**src/rtl/adder_share_arbiter_pkg.sv**
```systemverilog
// Shared definitions for the adder-sharing arbiter: FSM state encoding and adder width.
package adder_share_arbiter_pkg;

    localparam int ADD_WIDTH = 8;

    typedef enum logic [1:0] {
        IDLE = 2'd0,
        ADD  = 2'd1,
        RESP = 2'd2
    } state_t;

endpackage

```
**src/rtl/adder_share_arbiter_if.sv**
```systemverilog
// Requester and response bus of the adder-sharing arbiter.
interface adder_share_arbiter_if #(
    parameter int NUM_REQ = 4,
    parameter int WIDTH   = 8
);

    // A transfer happens in a cycle where valid && ready are both high; operands are
    // sampled only then, and a requester may withdraw valid before it is granted.
    logic [NUM_REQ-1:0]       req_valid;
    logic [NUM_REQ*WIDTH-1:0] req_a;
    logic [NUM_REQ*WIDTH-1:0] req_b;
    logic [NUM_REQ-1:0]       req_ready;
    logic                     rsp_valid;
    logic [2:0]               rsp_id;
    logic [WIDTH-1:0]         rsp_sum;
    logic                     rsp_co;
    logic                     rsp_ready;
    logic                     busy;

    modport master (
        output req_valid, req_a, req_b, rsp_ready,
        input  req_ready, rsp_valid, rsp_id, rsp_sum, rsp_co, busy
    );

    modport slave (
        input  req_valid, req_a, req_b, rsp_ready,
        output req_ready, rsp_valid, rsp_id, rsp_sum, rsp_co, busy
    );

endinterface

```
**src/rtl/adder_share_arbiter_fulladder.sv**
```systemverilog
// The shared 8-bit adder: {co, sum} = a + b.
module fulladder
    import adder_share_arbiter_pkg::*;
(
    input  logic [ADD_WIDTH-1:0] a,
    input  logic [ADD_WIDTH-1:0] b,
    output logic                 co,
    output logic [ADD_WIDTH-1:0] sum
);

    assign {co, sum} = {1'b0, a} + {1'b0, b};

endmodule

```
**src/rtl/adder_share_arbiter.sv**
```systemverilog
// Round-robin arbiter that time-shares one fulladder among NUM_REQ requesters,
// running one IDLE -> ADD -> RESP transaction at a time.
module adder_share_arbiter
    import adder_share_arbiter_pkg::*;
#(
    parameter int NUM_REQ = 4,
    parameter int WIDTH   = 8
) (
    input  logic                  clk,
    input  logic                  rst_n,
    adder_share_arbiter_if.slave  bus,
    output state_t                dbg_state
);

    state_t               state;
    state_t               state_next;
    logic [2:0]           rr_ptr;
    logic [2:0]           gnt;
    logic [2:0]           grant;
    logic                 found;
    logic [NUM_REQ-1:0]   ready;
    int                   idx;
    logic [ADD_WIDTH-1:0] op_a;
    logic [ADD_WIDTH-1:0] op_b;
    logic [ADD_WIDTH-1:0] fa_sum;
    logic                 fa_co;
    logic [ADD_WIDTH-1:0] sum_q;
    logic                 co_q;

    // Search starts at rr_ptr and wraps, so the last-served requester ranks lowest.
    always_comb begin
        found = 1'b0;
        grant = '0;
        idx   = 0;
        for (int k = 0; k < NUM_REQ; k++) begin
            idx = int'(rr_ptr) + k;
            if (idx >= NUM_REQ) idx = idx - NUM_REQ;
            if (!found && |(bus.req_valid & (NUM_REQ'(1) << idx))) begin
                found = 1'b1;
                grant = 3'(idx);
            end
        end
    end

    always_comb begin
        state_next = state;
        ready      = '0;
        case (state)
            IDLE: begin
                if (found) begin
                    ready      = NUM_REQ'(1) << grant;
                    state_next = ADD;
                end
            end
            ADD:     state_next = RESP;
            RESP:    if (bus.rsp_ready) state_next = IDLE;
            default: state_next = IDLE;
        endcase
    end

    always_ff @(posedge clk) begin
        if (!rst_n) begin
            state  <= IDLE;
            rr_ptr <= '0;
            gnt    <= '0;
            op_a   <= '0;
            op_b   <= '0;
            sum_q  <= '0;
            co_q   <= 1'b0;
        end else begin
            state <= state_next;
            case (state)
                IDLE: begin
                    if (found) begin
                        gnt  <= grant;
                        op_a <= bus.req_a[int'(grant)*WIDTH +: ADD_WIDTH];
                        op_b <= bus.req_b[int'(grant)*WIDTH +: ADD_WIDTH];
                    end
                end
                ADD: begin
                    sum_q <= fa_sum;
                    co_q  <= fa_co;
                end
                RESP: begin
                    if (bus.rsp_ready)
                        rr_ptr <= (gnt == 3'(NUM_REQ - 1)) ? 3'd0 : gnt + 3'd1;
                end
                default: ;
            endcase
        end
    end

    fulladder u_fulladder (
        .a   (op_a),
        .b   (op_b),
        .co  (fa_co),
        .sum (fa_sum)
    );

    assign bus.req_ready = ready;
    assign bus.rsp_valid = (state == RESP);
    assign bus.rsp_id    = gnt;
    assign bus.rsp_sum   = sum_q;
    assign bus.rsp_co    = co_q;
    assign bus.busy      = (state != IDLE);
    assign dbg_state     = state;

endmodule

```
**src/flat_wrapper.sv**
```systemverilog
// flat-port wrapper written by rule: the top's interface ports become plain ports
module adder_share_arbiter_flat import adder_share_arbiter_pkg::*;
#(
    parameter int NUM_REQ = 4,
    parameter int WIDTH   = 8
)
  (clk, rst_n, dbg_state, bus_req_valid, bus_req_a, bus_req_b, bus_rsp_ready, bus_req_ready, bus_rsp_valid, bus_rsp_id, bus_rsp_sum, bus_rsp_co, bus_busy);
  adder_share_arbiter_if #(.NUM_REQ(NUM_REQ), .WIDTH(WIDTH)) bus_i ();
  input  logic clk;
  input  logic rst_n;
  output state_t dbg_state;
  input wire logic [$bits(bus_i.req_valid)-1:0] bus_req_valid;
  input wire logic [$bits(bus_i.req_a)-1:0] bus_req_a;
  input wire logic [$bits(bus_i.req_b)-1:0] bus_req_b;
  input wire logic [$bits(bus_i.rsp_ready)-1:0] bus_rsp_ready;
  output wire logic [$bits(bus_i.req_ready)-1:0] bus_req_ready;
  output wire logic [$bits(bus_i.rsp_valid)-1:0] bus_rsp_valid;
  output wire logic [$bits(bus_i.rsp_id)-1:0] bus_rsp_id;
  output wire logic [$bits(bus_i.rsp_sum)-1:0] bus_rsp_sum;
  output wire logic [$bits(bus_i.rsp_co)-1:0] bus_rsp_co;
  output wire logic [$bits(bus_i.busy)-1:0] bus_busy;
  assign bus_i.req_valid = bus_req_valid;
  assign bus_i.req_a = bus_req_a;
  assign bus_i.req_b = bus_req_b;
  assign bus_i.rsp_ready = bus_rsp_ready;
  assign bus_req_ready = bus_i.req_ready;
  assign bus_rsp_valid = bus_i.rsp_valid;
  assign bus_rsp_id = bus_i.rsp_id;
  assign bus_rsp_sum = bus_i.rsp_sum;
  assign bus_rsp_co = bus_i.rsp_co;
  assign bus_busy = bus_i.busy;
  adder_share_arbiter #(.NUM_REQ(NUM_REQ), .WIDTH(WIDTH)) u_core (.clk(clk), .rst_n(rst_n), .bus(bus_i), .dbg_state(dbg_state));
endmodule
```
**config.mk**
```make
export PLATFORM = sky130hd
export DESIGN_NAME = adder_share_arbiter_flat
export DESIGN_NICKNAME = d
export VERILOG_FILES = /design/src/rtl/adder_share_arbiter_pkg.sv /design/src/rtl/adder_share_arbiter_if.sv /design/src/rtl/adder_share_arbiter_fulladder.sv /design/src/rtl/adder_share_arbiter.sv /design/src/flat_wrapper.sv
export SDC_FILE = /design/constraint.sdc
export NUM_CORES = 1
export LEC_CHECK = 0
export CELL_PAD_IN_SITES_DETAIL_PLACEMENT = 1
export CELL_PAD_IN_SITES_GLOBAL_PLACEMENT = 1
export CORE_MARGIN = 2
export CORE_UTILIZATION = 35
export CTS_CLUSTER_DIAMETER = 80
export DETAILED_ROUTE_END_ITERATION = 6
export PLACE_DENSITY = 0.86
export SYNTH_ARGS = -nofsm -noshare
export SYNTH_HDL_FRONTEND = slang
export SYNTH_SLANG_ARGS = --single-unit
```
**constraint.sdc**
```tcl
create_clock -name clk -period 3.76 [get_ports clk]
set_input_delay 0.376 -clock clk [delete_from_list [all_inputs] [get_ports clk]]
set_output_delay 0.376 -clock clk [all_outputs]
set_load 0.005 [all_outputs]
```
# Word-level counts from Yosys, hierarchy flattened

Cells that the tools add are included.

Bitwise operators: 4
Add/subtract/negate cells: 9
Shifts and indexed selects: 7
Multiplexer cells: 18
Magnitude comparators: 4
Reduce and logical (&&, ||, !) cells: 15
Eq/ne operators: 5

Operators with widths:

| kind                                                 | number |
|---|---|
| 2-to-1 mux 32 bit                                    | 4 |
| << shifter 1 x 32 -> 4 bit, first input constant     | 4 |
| >= comparator 32 x 4 -> 1 bit, second input constant | 3 |
| subtractor 32 x 4 -> 32 bit, second input constant   | 3 |
| indexed part select 32 x 7 -> 8 bit                  | 2 |
| AND 4 bit                                            | 4 |
| OR reduction 4 bit                                   | 4 |
| 2-to-1 mux 3 bit                                     | 5 |
| adder 8 x 8 -> 9 bit                                 | 1 |
| adder 3 x 2 -> 4 bit, second input constant          | 2 |
| 2-to-1 mux 4 bit                                     | 2 |
| case mux 2 bit (3 select lines)                      | 1 |
| AND reduction 2 bit                                  | 3 |
| adder 3 x 1 -> 4 bit, second input constant          | 1 |
| 2-to-1 mux 1 bit                                     | 4 |
| 2-to-1 mux 2 bit                                     | 2 |
| << shifter 1 x 3 -> 4 bit, first input constant      | 1 |
| subtractor 3 x 3 -> 4 bit, second input constant     | 1 |
| adder 3 x 1 -> 3 bit, second input constant          | 1 |
| == test 3 x 2 -> 1 bit, second input constant        | 1 |
| >= comparator 3 bit, second input constant           | 1 |
| logical AND 1 bit                                    | 3 |
| logical NOT 1 bit                                    | 3 |
| == test 2 x 1 -> 1 bit, second input constant        | 1 |
| 5 further kinds                                      | 5 |

Input port bits: 71
Output and inout port bits: 20
Flip-flop bits (word level): 33
Word-level logic and storage cells: 69

# Longest topological paths before layout

Gate-level depths: netlist of run 1.

Depth after elaboration: 18
Gate-level depth with buffers: 11

# Cells and area by module

From an unflattened synthesis of run 1, not the netlist that was laid out.

Cell total of the unflattened synthesis: 309
Area total of the unflattened synthesis: 2560.0 µm²

Modules (own cells, without submodules):

| module              | seq. area each (µm²) | cells an instance | times used | area each (µm²) |
|---|---|---|---|---|
| adder_share_arbiter | 660.6                | 267               | 1          | 2235.9 |
| fulladder           | 0.0                  | 42                | 1          | 324.1 |

# Worst setup path after synthesis of run 1

No wires, ideal clock.

Path type: reg-to-output
From: register u_core.rr_ptr[0]
To: output port bus_req_ready[1]
Setup slack: 1.148 ns
Stages on the path, launching flop included: 11
Data arrival time: 2.236 ns
Cell sequence: dfxtp_1 > inv_1 > ha_1 > a222oi_1 > o21ai_2 > o21ai_1 > a22oi_1 > buf_6 > buf_6 > nand2b_1 > nor2_1

Longest elaborated chain between the ends: 18
Elaborated cells between the ends (all ways): 44
Classes of those cells: add/sub (7); order compare (4); shift (5); mux (14); bitwise (4); reduce/logical (10)

Ends and longest elaborated chain:

| what                                                                 | line                      | RTL |
|---|---|---|
| start: declaration                                                   | adder_share_arbiter.sv:17 | `logic [2:0] rr_ptr;` |
| start signal: assignment                                             | adder_share_arbiter.sv:86 | `rr_ptr <= (gnt == 3'(NUM_REQ - 1)) ? 3'd0 : gnt + 3'd1;` |
| branches (longest 16 deep; another with subtractor 32 x 4 -> 32 bit) | n/a                       |  |
| 2-to-1 mux 4 bit (*)                                                 | adder_share_arbiter.sv:50 | `if (found) begin` |
| 2-to-1 mux 4 bit (*)                                                 | adder_share_arbiter.sv:48 | `case (state)` |
| end: declaration                                                     | flat_wrapper.sv:16        | `output wire logic [$bits(bus_i.req_ready)-1:0] bus_req_ready;` |

Every way passes the cells marked *.

# Final worst setup path of run 1

From: register u_core.rr_ptr[1]
To: output port bus_req_ready[1]

The elaborated chain is that of the path after synthesis.

==> results of run 1 <==
[power breakdown]
group,internal [W],switching [W]
Combinational,0.000290,0.000245
Clock,0.000216,0.000130
Sequential,0.000403,0.0000409
[registers in the layout, summed over array words and instances, names as in the netlist]
signal / cells
u_core.bus.rsp_id: 3
u_core.dbg_state: 2
u_core.bus.rsp_sum: 8
u_core.rr_ptr: 3
u_core.op_a: 8
u_core.bus.rsp_co: 1
u_core.op_b: 8
[metrics by stage]
stage	hold slack, ns	util (%)
2_1_floorplan	0.4462	-
3_3_place_gp	0.4591	51.24
3_5_place_dp	0.4677	51.24
4_1_cts	0.4759	53.09
5_1_grt	0.5078	53.24
6_report	0.4703	53.24
[metal layers]
metal / vias to the layer above / global-route usage [%] / routed length, um
met1: 1032 / 23.87 / 3105
met3: 11 / 4.095 / 423
met5: - / 0 / 0
met2: 84 / 33.90 / 3598
met4: 0 / 5.540 / 108
li1: 1095 / - / -
[worst max-delay path, stage by stage (launching register included)]
cell             delay, ns
dfxtp_2               0.45
inv_1                 0.13
ha_1                  0.25
a222oi_1              0.40
buf_4                 0.19
o21ai_2               0.09
nor2_4                0.15
mux2_4                0.32
a31oi_4               0.23
nand2b_1              0.14
nor2_1                0.14
clkdlybuf4s50_1       0.53
[cells in the mapped netlist (all sizes together) (4+ instances only)]
cell type	number
dfxtp	33
mux2i	48
a21boi	4
clkbuf	5
a22o	19
and2	9
ha	15
nand2	18
nor2b	8
o21ai	14
buf	9
nor2	10
inv	12
a21oi	8
[layout make-up]
| cell class | instances | area (um2) |
|---|---|---|
| inverters | 12 | 45.04 |
| fillers | 726 | 3003 |
| multi-input cells | 193 | 1568 |
| clock buffers | 7 | 86.33 |
| repair buffers | 94 | 930.9 |
| flip-flops and latches | 33 | 663.1 |
| well taps | 77 | 96.34 |
| clock inverters | 1 | 30.03 |
[logic make-up (layout without fill, tap and decap cells)]
kind of cell    count (synthesis)  in the layout  share of synthesized area, %
fa+ha+maj                      16             16                         8.788
xor+xnor                        3              3                         1.112
compound gates                 66             66                         21.60
simple gates                   59             59                         13.23
flops                          33             33                         27.95
mux                            49             49                         20.96
buf+inv                        26            114                         6.352
[final timing paths]
kind,startpoint,endpoint,slack (ns),cells after the start
max reg2reg,u_core.rr_ptr[0]$_SDFFE_PN0P_,u_core.op_b[4]$_SDFFE_PN0P_,0.46,10
min,u_core.bus.rsp_sum[4]$_SDFFE_PN0N_,u_core.bus.rsp_sum[4]$_SDFFE_PN0N_,0.47,2
min reg2reg,u_core.bus.rsp_sum[4]$_SDFFE_PN0N_,u_core.bus.rsp_sum[4]$_SDFFE_PN0N_,0.47,2
max,u_core.rr_ptr[1]$_SDFFE_PN0P_,bus_req_ready[1],0.08,11
[what timing repair did]
action                                  in CTS  in global routing
gates resized for setup                      2                  1
hold endpoints to repair                     0                  0
endpoints found under the setup margin       4                  3
hold buffers                                 0                  0
setup buffers                                0                  1
pin swaps                                    0                  1
==> metrics.md, run 1 <==
| Metric | Value |
|---|---|
| Rows | `29` |
| Setup tns final | `0 ns` |
| Final setup viols | `0` |
| Most frequent cells in the layout | `clkdlybuf4s50_1, mux2i_1, dfxtp_1` |
| Final setup margin | `about 0.075 ns` |
| Commonest non-fill, non-tap cell in the layout | `clkdlybuf4s50_1` |
| Leak | `between 1.5 and 2 nW` |
| Post-layout min period | `between 3 and 4 ns` |
| DRT iter0 DRCs | `45` |
| Post-placement cell area | `between 0.003 and 0.004 mm2` |
| Synth top area share | `~28%` |
| Ys Warns | `0` |
| Share of cells above drive strength 1 | `between 7 and 8%` |
| Register clock-pin slew on the reported worst setup and hold paths | `approximately 0.07 ns` |
| Routability cong. | `a little under 0.9` |
| CTS Buf Count | `5` |
| Initial antenna violation count | `0` |
| Die area | `roughly 0.0074 mm2` |
| Crit Path Max Fanout | `10` |
| Top cell type by total area after synthesis | `dfxtp_1` |
| Design area | `0.003420 mm2` |
| Total power | `~0.0013 W` |
| GR Overflow Total | `0` |
| Syn avg cell area | `between 9 and 10 um2` |
| Ant diodes | `0` |
| Total routed wirelength | `just over 7 mm` |
| Die X | `around 86 um` |
| Number of max-cap violations | `0` |
| CP Launch Type | `register` |
| H-tree depth reported by CTS | `2` |
| Clk sinks | `33` |
| Syn nets | `between 300 and 400` |
| Dpl cells | `about 410` |
| Register area share after synthesis | `about 28%` |
| Max-slew headroom | `57.03%` |
| Clock skew | `~0.0087 ns` |
| PortBufs | `90` |
| Die height | `approximately 86 um` |
| Async SR Flop Fraction | `0%` |
| Vias | `approximately 2200` |
| Main area contributors after synthesis | `dfxtp_1, mux2i_1, ha_1, a22o_1, nand2_1` |
| Vias in the first global route | `between 2000 and 2500` |
| FF+latch count, synth | `33` |
| Hpwl dp | `just under 6 mm` |
| Wire per inst | `17.35 um` |
| Synth unique cells | `between 40 and 50` |
| Syn-to-layout area delta | `44.68%` |
| Mapped cell area | `0.002364 mm2` |
| Top-Level Pins | `91` |
| DRT antenna net count | `0` |
| Tot GR Track Use | `19.32%` |
| First-pass GRT wire length | `11.34 mm` |
| Period utilization | `98.00%` |
| Clk root buf | `clkbuf_8` |
| Core footprint | `between 0.006 and 0.007 mm2` |
| Post-synth top flop | `dfxtp_1` |
| Post-synthesis cell count | `roughly 250` |
| Hold Crit Class | `register to register` |
| Initial core utilization | `between 30% and 40%` |
| Pre-CTS WS | `a little under 0.3 ns` |
| TritonCTS clock tree | `yes` |
| Worst-skew pair later-pin latency | `~0.29 ns` |
| Peak supply drop | `185.7 uV` |
| Critical path required time | `between 3 and 4 ns` |
| Avg Vias per Cell | `approximately 5.3` |
| Post-synth EDFFs | `0` |
| Fin nets | `roughly 430` |
| DRC Markers | `0` |
| Setup crit end kind | `primary output` |
| Setup CP Type | `register to primary output` |
| Deepest clock path buffer count | `2` |
| Pwr dens | `around 390 mW/mm2` |
| Largest net degree at the start of global routing | `33` |
| Max Freq | `about 0.27 GHz` |
| Status | `finished, final reports clean` |
| First drt pass iteration count | `7` |
| Finished Layout Cells | `around 420` |
| Max-slew violations | `0` |
| Crit path DAT | `around 3.3 ns` |
| Final hold violation count | `0` |
| Actual slew at the worst max-slew pin | `~0.64 ns` |
Power figures use the tool's default switching activity.
==> run 2, diff against run 1 <==
--- a/config.mk
+++ b/config.mk
@@ -7,7 +7,7 @@
 export LEC_CHECK = 0
 export CELL_PAD_IN_SITES_DETAIL_PLACEMENT = 1
 export CELL_PAD_IN_SITES_GLOBAL_PLACEMENT = 1
-export CORE_MARGIN = 2
+export CORE_MARGIN = 1.5
 export CORE_UTILIZATION = 35
 export CTS_CLUSTER_DIAMETER = 80
 export DETAILED_ROUTE_END_ITERATION = 6
==> run 2 against run 1 <==
Effect of this change: the flow now finishes with violations (design-rule violations); hold slack hardly changed; highest routed layer unchanged; via count decreased by 1.8%; combinational power is 0.9% lower; power down 7.3%; non-clock buffer count grew 1; critical endpoint is now bus_req_ready[2].
==> metrics.md, run 2 (synthesized netlist as in run 1, its figures left out) <==
| Metric | Value |
|---|---|
| Total routed wirelength | `6.697 mm (-7.4%)` |
| H-tree depth reported by CTS | `2 (unchanged)` |
| Syn-to-layout area delta | `43.36%` |
| Die area | `0.007255 mm2 (-2.3%)` |
| Setup Buffers After CTS | `0 (unchanged)` |
| Share of cells above drive strength 1 | `6.452% (-0.61 points)` |
| Period utilization | `95.54% (-2.5 points)` |
| Core footprint | `0.006422 mm2 (unchanged)` |
| Top-Level Pins | `91 (unchanged)` |
| First drt pass iteration count | `6 (-1)` |
| GR Util met3 | `3.794% (-0.30 points)` |
| Clk pwr share | `21.0% (-5.1 points)` |
| Routability cong. | `0.8586 (-2.3%)` |
| Clk sinks | `33 (unchanged)` |
| Ant diodes | `0 (unchanged)` |
| Final hold violation count | `0 (unchanged)` |
| Clock skew | `0.007118 ns (-0.001558 ns)` |
| Register clock-pin slew on the reported worst setup and hold paths | `0.07 ns (about the same)` |
| Actual slew at the worst max-slew pin | `0.6388 ns (-0.002704 ns)` |
| Rows | `29 (unchanged)` |
| Die height | `85.18 um (-1.2%)` |
| Combinational share of power | `43.2% (+2.8 points)` |
| Wire per inst | `16.02 um (-7.7%)` |
| Max-slew headroom | `57.28% (+0.25 points)` |
| PortBufs | `90 (unchanged)` |
| Post-layout min period | `3.592 ns (-0.09225 ns)` |
| Number of max-cap violations | `0 (unchanged)` |
| DRT antenna net count | `0 (unchanged)` |
| Busiest grt layer | `met2` |
| Vias in the first global route | `2281 (-3.6%)` |
| Hpwl dp | `5.426 mm (-6.9%)` |
| DRT iter0 DRCs | `60 (+33%)` |
| Grt met2 use | `29.73% (-4.2 points)` |
| Hold path startpoint | `u_core.bus.rsp_sum[4]$_SDFFE_PN0N_` |
| Final setup viols | `0 (unchanged)` |
| Leak | `1.559 nW (-0.45%)` |
| Crit Path Max Fanout | `9 (-1)` |
| Largest net degree at the start of global routing | `33 (unchanged)` |
| Status | `complete, but fails checks` |
| Switching part of the total | `33.26% (+1.9 points)` |
| Vias | `2181 (-1.8%)` |
| Commonest non-fill, non-tap cell in the layout | `clkdlybuf4s50_1` |
| Clk root buf | `clkbuf_8` |
| Deepest clock path buffer count | `2 (unchanged)` |
| Setup tns final | `0 ns (unchanged)` |
| Origin of the worst setup path | `u_core.rr_ptr[1]$_SDFFE_PN0P_` |
| Pwr dens | `362.6 mW/mm2 (-6.4%)` |
| FF-to-FF Start | `u_core.rr_ptr[0]$_SDFFE_PN0P_` |
| Tot GR Track Use | `18.72% (-0.60 points)` |
| Max Freq | `0.2784 GHz (+2.6%)` |
| Post-CTS resize count | `0 (-2)` |
| Failing checks | `design-rule violations` |
| Most frequent cells in the layout | `clkdlybuf4s50_1, mux2i_1, dfxtp_1` |
| Net switching power | `0.0004086 W (-1.6%)` |
| Cts hold-fix bufs | `0 (unchanged)` |
| Setup CP Type | `register to primary output` |
| First-pass GRT wire length | `10.90 mm (-3.9%)` |
| Reg power frac | `35.8% (+2.2 points)` |
| Avg Vias per Cell | `5.218 (-2.1%)` |
| Crit path DAT | `3.22 ns (-0.09 ns)` |
| Initial antenna violation count | `0 (unchanged)` |
| DRC Markers | `2 (+2)` |
| TritonCTS clock tree | `yes` |
| CTS Buf Count | `5 (unchanged)` |
| Critical path required time | `3.38 ns (about the same)` |
| Setup crit end kind | `primary output` |
| Cell-internal power | `0.0008198 W (-9.8%)` |
| Peak supply drop | `127.8 uV (-31%)` |
| Fin nets | `427 (+0.23%)` |
| Initial core utilization | `36.80% (unchanged)` |
| GR Overflow Total | `0 (unchanged)` |
| CP Launch Type | `register` |
| RSZ-0062 raised after global routing | `no` |
| Max-slew violations | `0 (unchanged)` |
| Total power | `0.001228 W (-7.3%)` |
| Die X | `85.18 um (-1.2%)` |
| Met1 Usage GRT | `25.25% (+1.4 points)` |
| Worst-skew pair later-pin latency | `0.29 ns (about the same)` |
| Hold Crit Class | `register to register` |
[run 2: cell count changes in the layout (fill, tap and decap cells not counted), sizes merged]
cell    previous run  this run
clkinv             0         2
clkbuf             7         6
bufinv             1         0
buf                4         5
[run 2: final timing paths]
check                                                     endpoint  cells past startpoint  slack, ns
worst max register to register         u_core.op_b[4]$_SDFFE_PN0P_                     10       0.69
worst min register to register  u_core.bus.rsp_sum[4]$_SDFFE_PN0N_                      2       0.47
worst min-delay path            u_core.bus.rsp_sum[4]$_SDFFE_PN0N_                      2       0.47
worst max-delay path                              bus_req_ready[2]                     10       0.17
[run 2: cell type report]
| cell class | instances | area (um2) |
|---|---|---|
| Multi-Input combinational cell | 193 | 1565 |
| Inverter | 12 | 45.04 |
| Timing Repair Buffer | 95 | 938.4 |
| Clock inverter | 2 | 10.01 |
| Fill cell | 733 | 3034 |
| Sequential cell | 33 | 660.6 |
| Clock buffer | 6 | 72.57 |
| Tap cell | 77 | 96.34 |
[run 2: worst max-delay path, cell delays in order, from the launching register on]
cell and delay, ns:
dfxtp_1 0.34, buf_4 0.19, ha_1 0.26, a222oi_1 0.43
o21ai_2 0.19, nor2_4 0.18, mux2_4 0.33, a31oi_4 0.21
nand2_1 0.12, nor2_1 0.16, clkdlybuf4s50_1 0.52
[run 2: power by group through the flow]
stage / registers [W] / clock network, W / logic [W]
after CTS: 0.000440 / 0.000265 / 0.000536
after global placement: 0.000445 / 0 / 0.000510
after global routing: 0.000447 / 0.000279 / 0.000578
after detailed placement: 0.000447 / 0 / 0.000531
after floorplan: 0.000440 / 0 / 0.000335
final: 0.000440 / 0.000258 / 0.000530
[run 2: stage by stage]
stage / setup WS, ns / area [um2] / util (%) / cells / hold WS [ns]
6_report: 0.1676 / 3388 / 52.76 / 418 / 0.4699
5_1_grt: 0.005643 / 3388 / 52.76 / 418 / 0.5120
4_1_cts: 0.2095 / 3388 / 52.76 / 418 / 0.4769
3_5_place_dp: 0.3735 / 3306 / 51.47 / 410 / 0.4681
3_3_place_gp: 0.5071 / 3306 / 51.47 / 410 / 0.4584
2_1_floorplan: 1.149 / 2364 / - / 252 / 0.4462
[run 2: per-layer routing]
metal  wire length, um  share of wire [%]
met4               102                1.5
met3               358                5.3
met2              3132                 47
met5                 0                  0
met1              3103                 46
==> run 3, diff against run 2 <==
--- a/config.mk
+++ b/config.mk
@@ -8,10 +8,10 @@
 export CELL_PAD_IN_SITES_DETAIL_PLACEMENT = 1
 export CELL_PAD_IN_SITES_GLOBAL_PLACEMENT = 1
 export CORE_MARGIN = 1.5
-export CORE_UTILIZATION = 35
+export CORE_UTILIZATION = 32
 export CTS_CLUSTER_DIAMETER = 80
 export DETAILED_ROUTE_END_ITERATION = 6
-export PLACE_DENSITY = 0.86
+export PLACE_DENSITY = 0.8
 export SYNTH_ARGS = -nofsm -noshare
 export SYNTH_HDL_FRONTEND = slang
 export SYNTH_SLANG_ARGS = --single-unit
==> constraint.sdc (replaced) <==
create_clock -name clk -period 3.8 [get_ports clk]
set_input_delay 0.38 -clock clk [delete_from_list [all_inputs] [get_ports clk]]
set_output_delay 0.38 -clock clk [all_outputs]
set_load 0.005 [all_outputs]
==> run 3 against run 2 <==
Effect of this change: cell count is 4.8% higher; the flow now finishes without violations; critical endpoint is now bus_req_ready[0]; utilization fell by 5.5 points; design area rose by 0.70%; die area up 9.0%; largest cell class unchanged; sequential power barely moved; sequential share of layout area shrank 0.063 points; worst setup slack better by 0.032 ns.
==> metrics.md, run 3 (synthesized netlist as in run 1, its figures left out) <==
| Metric | Value |
|---|---|
| DRC Markers | `0 (-2)` |
| Pwr dens | `356.7 mW/mm2 (-1.6%)` |
| Max-slew violations | `0 (unchanged)` |
| Final setup viols | `0 (unchanged)` |
| Net switching power | `0.0004060 W (-0.64%)` |
| R2r worst-path depth | `9 (-1)` |
| Fin nets | `425 (-0.47%)` |
| Max-slew headroom | `31.37% (-26 points)` |
| Hold Crit Class | `register to register` |
| Combinational share of power | `42.3% (-0.9 points)` |
| Wire per inst | `14.86 um (-7.3%)` |
| Top-Level Pins | `91 (unchanged)` |
| Reg power frac | `35.9% (about the same)` |
| Post-layout min period | `around 3.6 ns` |
| Vias | `2185 (+0.18%)` |
| Cell-internal power | `0.0008110 W (-1.1%)` |
| Largest net degree at the start of global routing | `33 (unchanged)` |
| Clk root buf | `clkbuf_8` |
| PortBufs | `90 (unchanged)` |
| Die height | `88.94 um (+4.4%)` |
| Most frequent cells in the layout | `clkdlybuf4s50_1, mux2i_1, dfxtp_1` |
| GR Overflow Total | `0 (unchanged)` |
| Critical path required time | `3.42 ns (+0.04 ns)` |
| Rows | `31 (+6.9%)` |
| CTS Buf Count | `5 (unchanged)` |
| Total power | `0.001217 W (-0.93%)` |
| Avg Vias per Cell | `4.989 (-4.4%)` |
| Leak | `1.540 nW (-1.2%)` |
| Setup CP Type | `register to primary output` |
| Worst-skew pair later-pin latency | `0.28 ns (about the same)` |
| Hpwl dp | `5.396 mm (-0.56%)` |
| Final hold violation count | `0 (unchanged)` |
| Actual slew at the worst max-slew pin | `1.027 ns (+0.3885 ns)` |
| First drt pass iteration count | `4 (-2)` |
| FF-to-FF Start | `u_core.rr_ptr[0]$_SDFFE_PN0P_` |
| Peak supply drop | `156.8 uV (+23%)` |
| Share of cells above drive strength 1 | `6.785% (+0.33 points)` |
| Deepest clock path buffer count | `2 (unchanged)` |
| Setup crit end kind | `primary output` |
| Crit path DAT | `3.22 ns (about the same)` |
| Switching part of the total | `33.36% (+0.097 points)` |
| Max Freq | `0.2778 GHz` |
| Hold Path Depth | `2 (unchanged)` |
| Initial antenna violation count | `0 (unchanged)` |
| R2R Setup Slk | `0.64 ns (-0.05 ns)` |
| TritonCTS clock tree | `yes` |
| Register clock-pin slew on the reported worst setup and hold paths | `0.07 ns (about the same)` |
| Crit Path Max Fanout | `9 (unchanged)` |
| Hold path startpoint | `u_core.bus.rsp_sum[0]$_SDFFE_PN0N_` |
| Critical R2R Capture | `u_core.op_b[7]$_SDFFE_PN0P_` |
| Period utilization | `94.74%` |
| DRT antenna net count | `0 (unchanged)` |
| H-tree depth reported by CTS | `2 (unchanged)` |
| Hold EP | `u_core.bus.rsp_sum[0]$_SDFFE_PN0N_` |
| Clk sinks | `33 (unchanged)` |
| Initial core utilization | `32.76% (-4.0 points)` |
| Total routed wirelength | `6.507 mm (-2.8%)` |
| Status | `finished, final reports clean` |
| RSZ-0062 raised after global routing | `no` |
| Core footprint | `0.007214 mm2 (+12%)` |
| Die area | `0.007910 mm2 (+9.0%)` |
| Commonest non-fill, non-tap cell in the layout | `clkdlybuf4s50_1` |
| Clock skew | `0.006671 ns (-0.0004470 ns)` |
| Routability cong. | `0.8097 (-5.7%)` |
| Clk pwr share | `21.7% (+0.7 points)` |
| Number of max-cap violations | `0 (unchanged)` |
| Vias in the first global route | `2179 (-4.5%)` |
| Ant diodes | `0 (unchanged)` |
| Tot GR Track Use | `16.58% (-2.1 points)` |
| Cts hold-fix bufs | `0 (unchanged)` |
| Syn-to-layout area delta | `44.36%` |
| Die X | `88.94 um (+4.4%)` |
| Setup tns final | `0 ns (unchanged)` |
| First-pass GRT wire length | `10.25 mm (-5.9%)` |
| CP Launch Type | `register` |
| DRT iter0 DRCs | `55 (-8.3%)` |
run 3: changes by cell type in the layout (fill, tap and decap cells not counted):
cell	previous run	this run
clkinvlp_4	0	3
clkbuf_1	1	0
clkinv_2	2	0
dfxtp_2	0	2
buf_4	5	3
dfxtp_1	33	31
run 3: metal layers:
metal  track usage [%]  share of wire, %
met4             3.776               1.1
met3             4.155               5.7
met5                 0                 0
met2             26.10                46
met1             22.96                47
run 3: worst max path at each step:
| stage | start | end | slack, ns | depth (start not counted) |
|---|---|---|---|---|
| CTS | u_core.rr_ptr[0]$_SDFFE_PN0P_ | bus_req_ready[0] | 0.01 | 10 |
| finish | u_core.rr_ptr[0]$_SDFFE_PN0P_ | bus_req_ready[0] | 0.20 | 11 |
| detailed placement | u_core.rr_ptr[0]$_SDFFE_PN0P_ | bus_req_ready[0] | 0.33 | 10 |
| global route | u_core.rr_ptr[0]$_SDFFE_PN0P_ | bus_req_ready[0] | 0.04 | 11 |
| global placement | bus_req_valid[3] | bus_req_ready[2] | 0.50 | 9 |
| floorplan | u_core.rr_ptr[0]$_SDFFE_PN0P_ | bus_req_ready[1] | 1.18 | 10 |
run 3: layout make-up:
| class | instances | area, um2 |
|---|---|---|
| clock buffer | 5 | 68.82 |
| clock inverter | 3 | 22.52 |
| fill | 837 | 3802 |
| inverter | 12 | 45.04 |
| multi-input combinational | 193 | 1565 |
| sequential | 33 | 663.1 |
| tap | 99 | 123.9 |
| timing repair buffer | 93 | 923.4 |
run 3: per-stage QoR:
step / std cells / area (um2) / setup slack (ns) / util [%] / hold slack, ns
final: 438 / 3412 / 0.1998 / 47.29 / 0.4689
after global placement: 429 / 3311 / 0.5040 / 45.89 / 0.4559
after detailed placement: 429 / 3311 / 0.3336 / 45.89 / 0.4653
after global routing: 438 / 3412 / 0.03558 / 47.29 / 0.5039
after CTS: 437 / 3402 / 0.01154 / 47.16 / 0.4761
after floorplan: 252 / 2364 / 1.184 / - / 0.4462
run 3: critical path, cell delays in order (launching register included):
cell             delay [ns]
dfxtp_2                0.43
inv_1                  0.15
ha_1                   0.30
a222oi_1               0.38
buf_4                  0.19
o21ai_2                0.09
nor2_4                 0.14
mux2_4                 0.32
a31oi_4                0.23
nand2_1                0.10
nor2_1                 0.10
clkdlybuf4s50_1        0.51
run 3: power groups by stage:
| stage | combinational (W) | sequential (W) | clock [W] |
|---|---|---|---|
| 4_1_cts | 0.000520 | 0.000438 | 0.000274 |
| 5_1_grt | 0.000569 | 0.000446 | 0.000287 |
| 3_5_place_dp | 0.000516 | 0.000446 | 0 |
| 6_report | 0.000515 | 0.000437 | 0.000265 |
| 2_1_floorplan | 0.000332 | 0.000435 | 0 |
| 3_3_place_gp | 0.000502 | 0.000443 | 0 |
run 3: repair_timing:
item,4_1_cts,5_1_grt
gates resized for setup,0,2
setup buffers,0,1
setup endpoints to repair,0,4
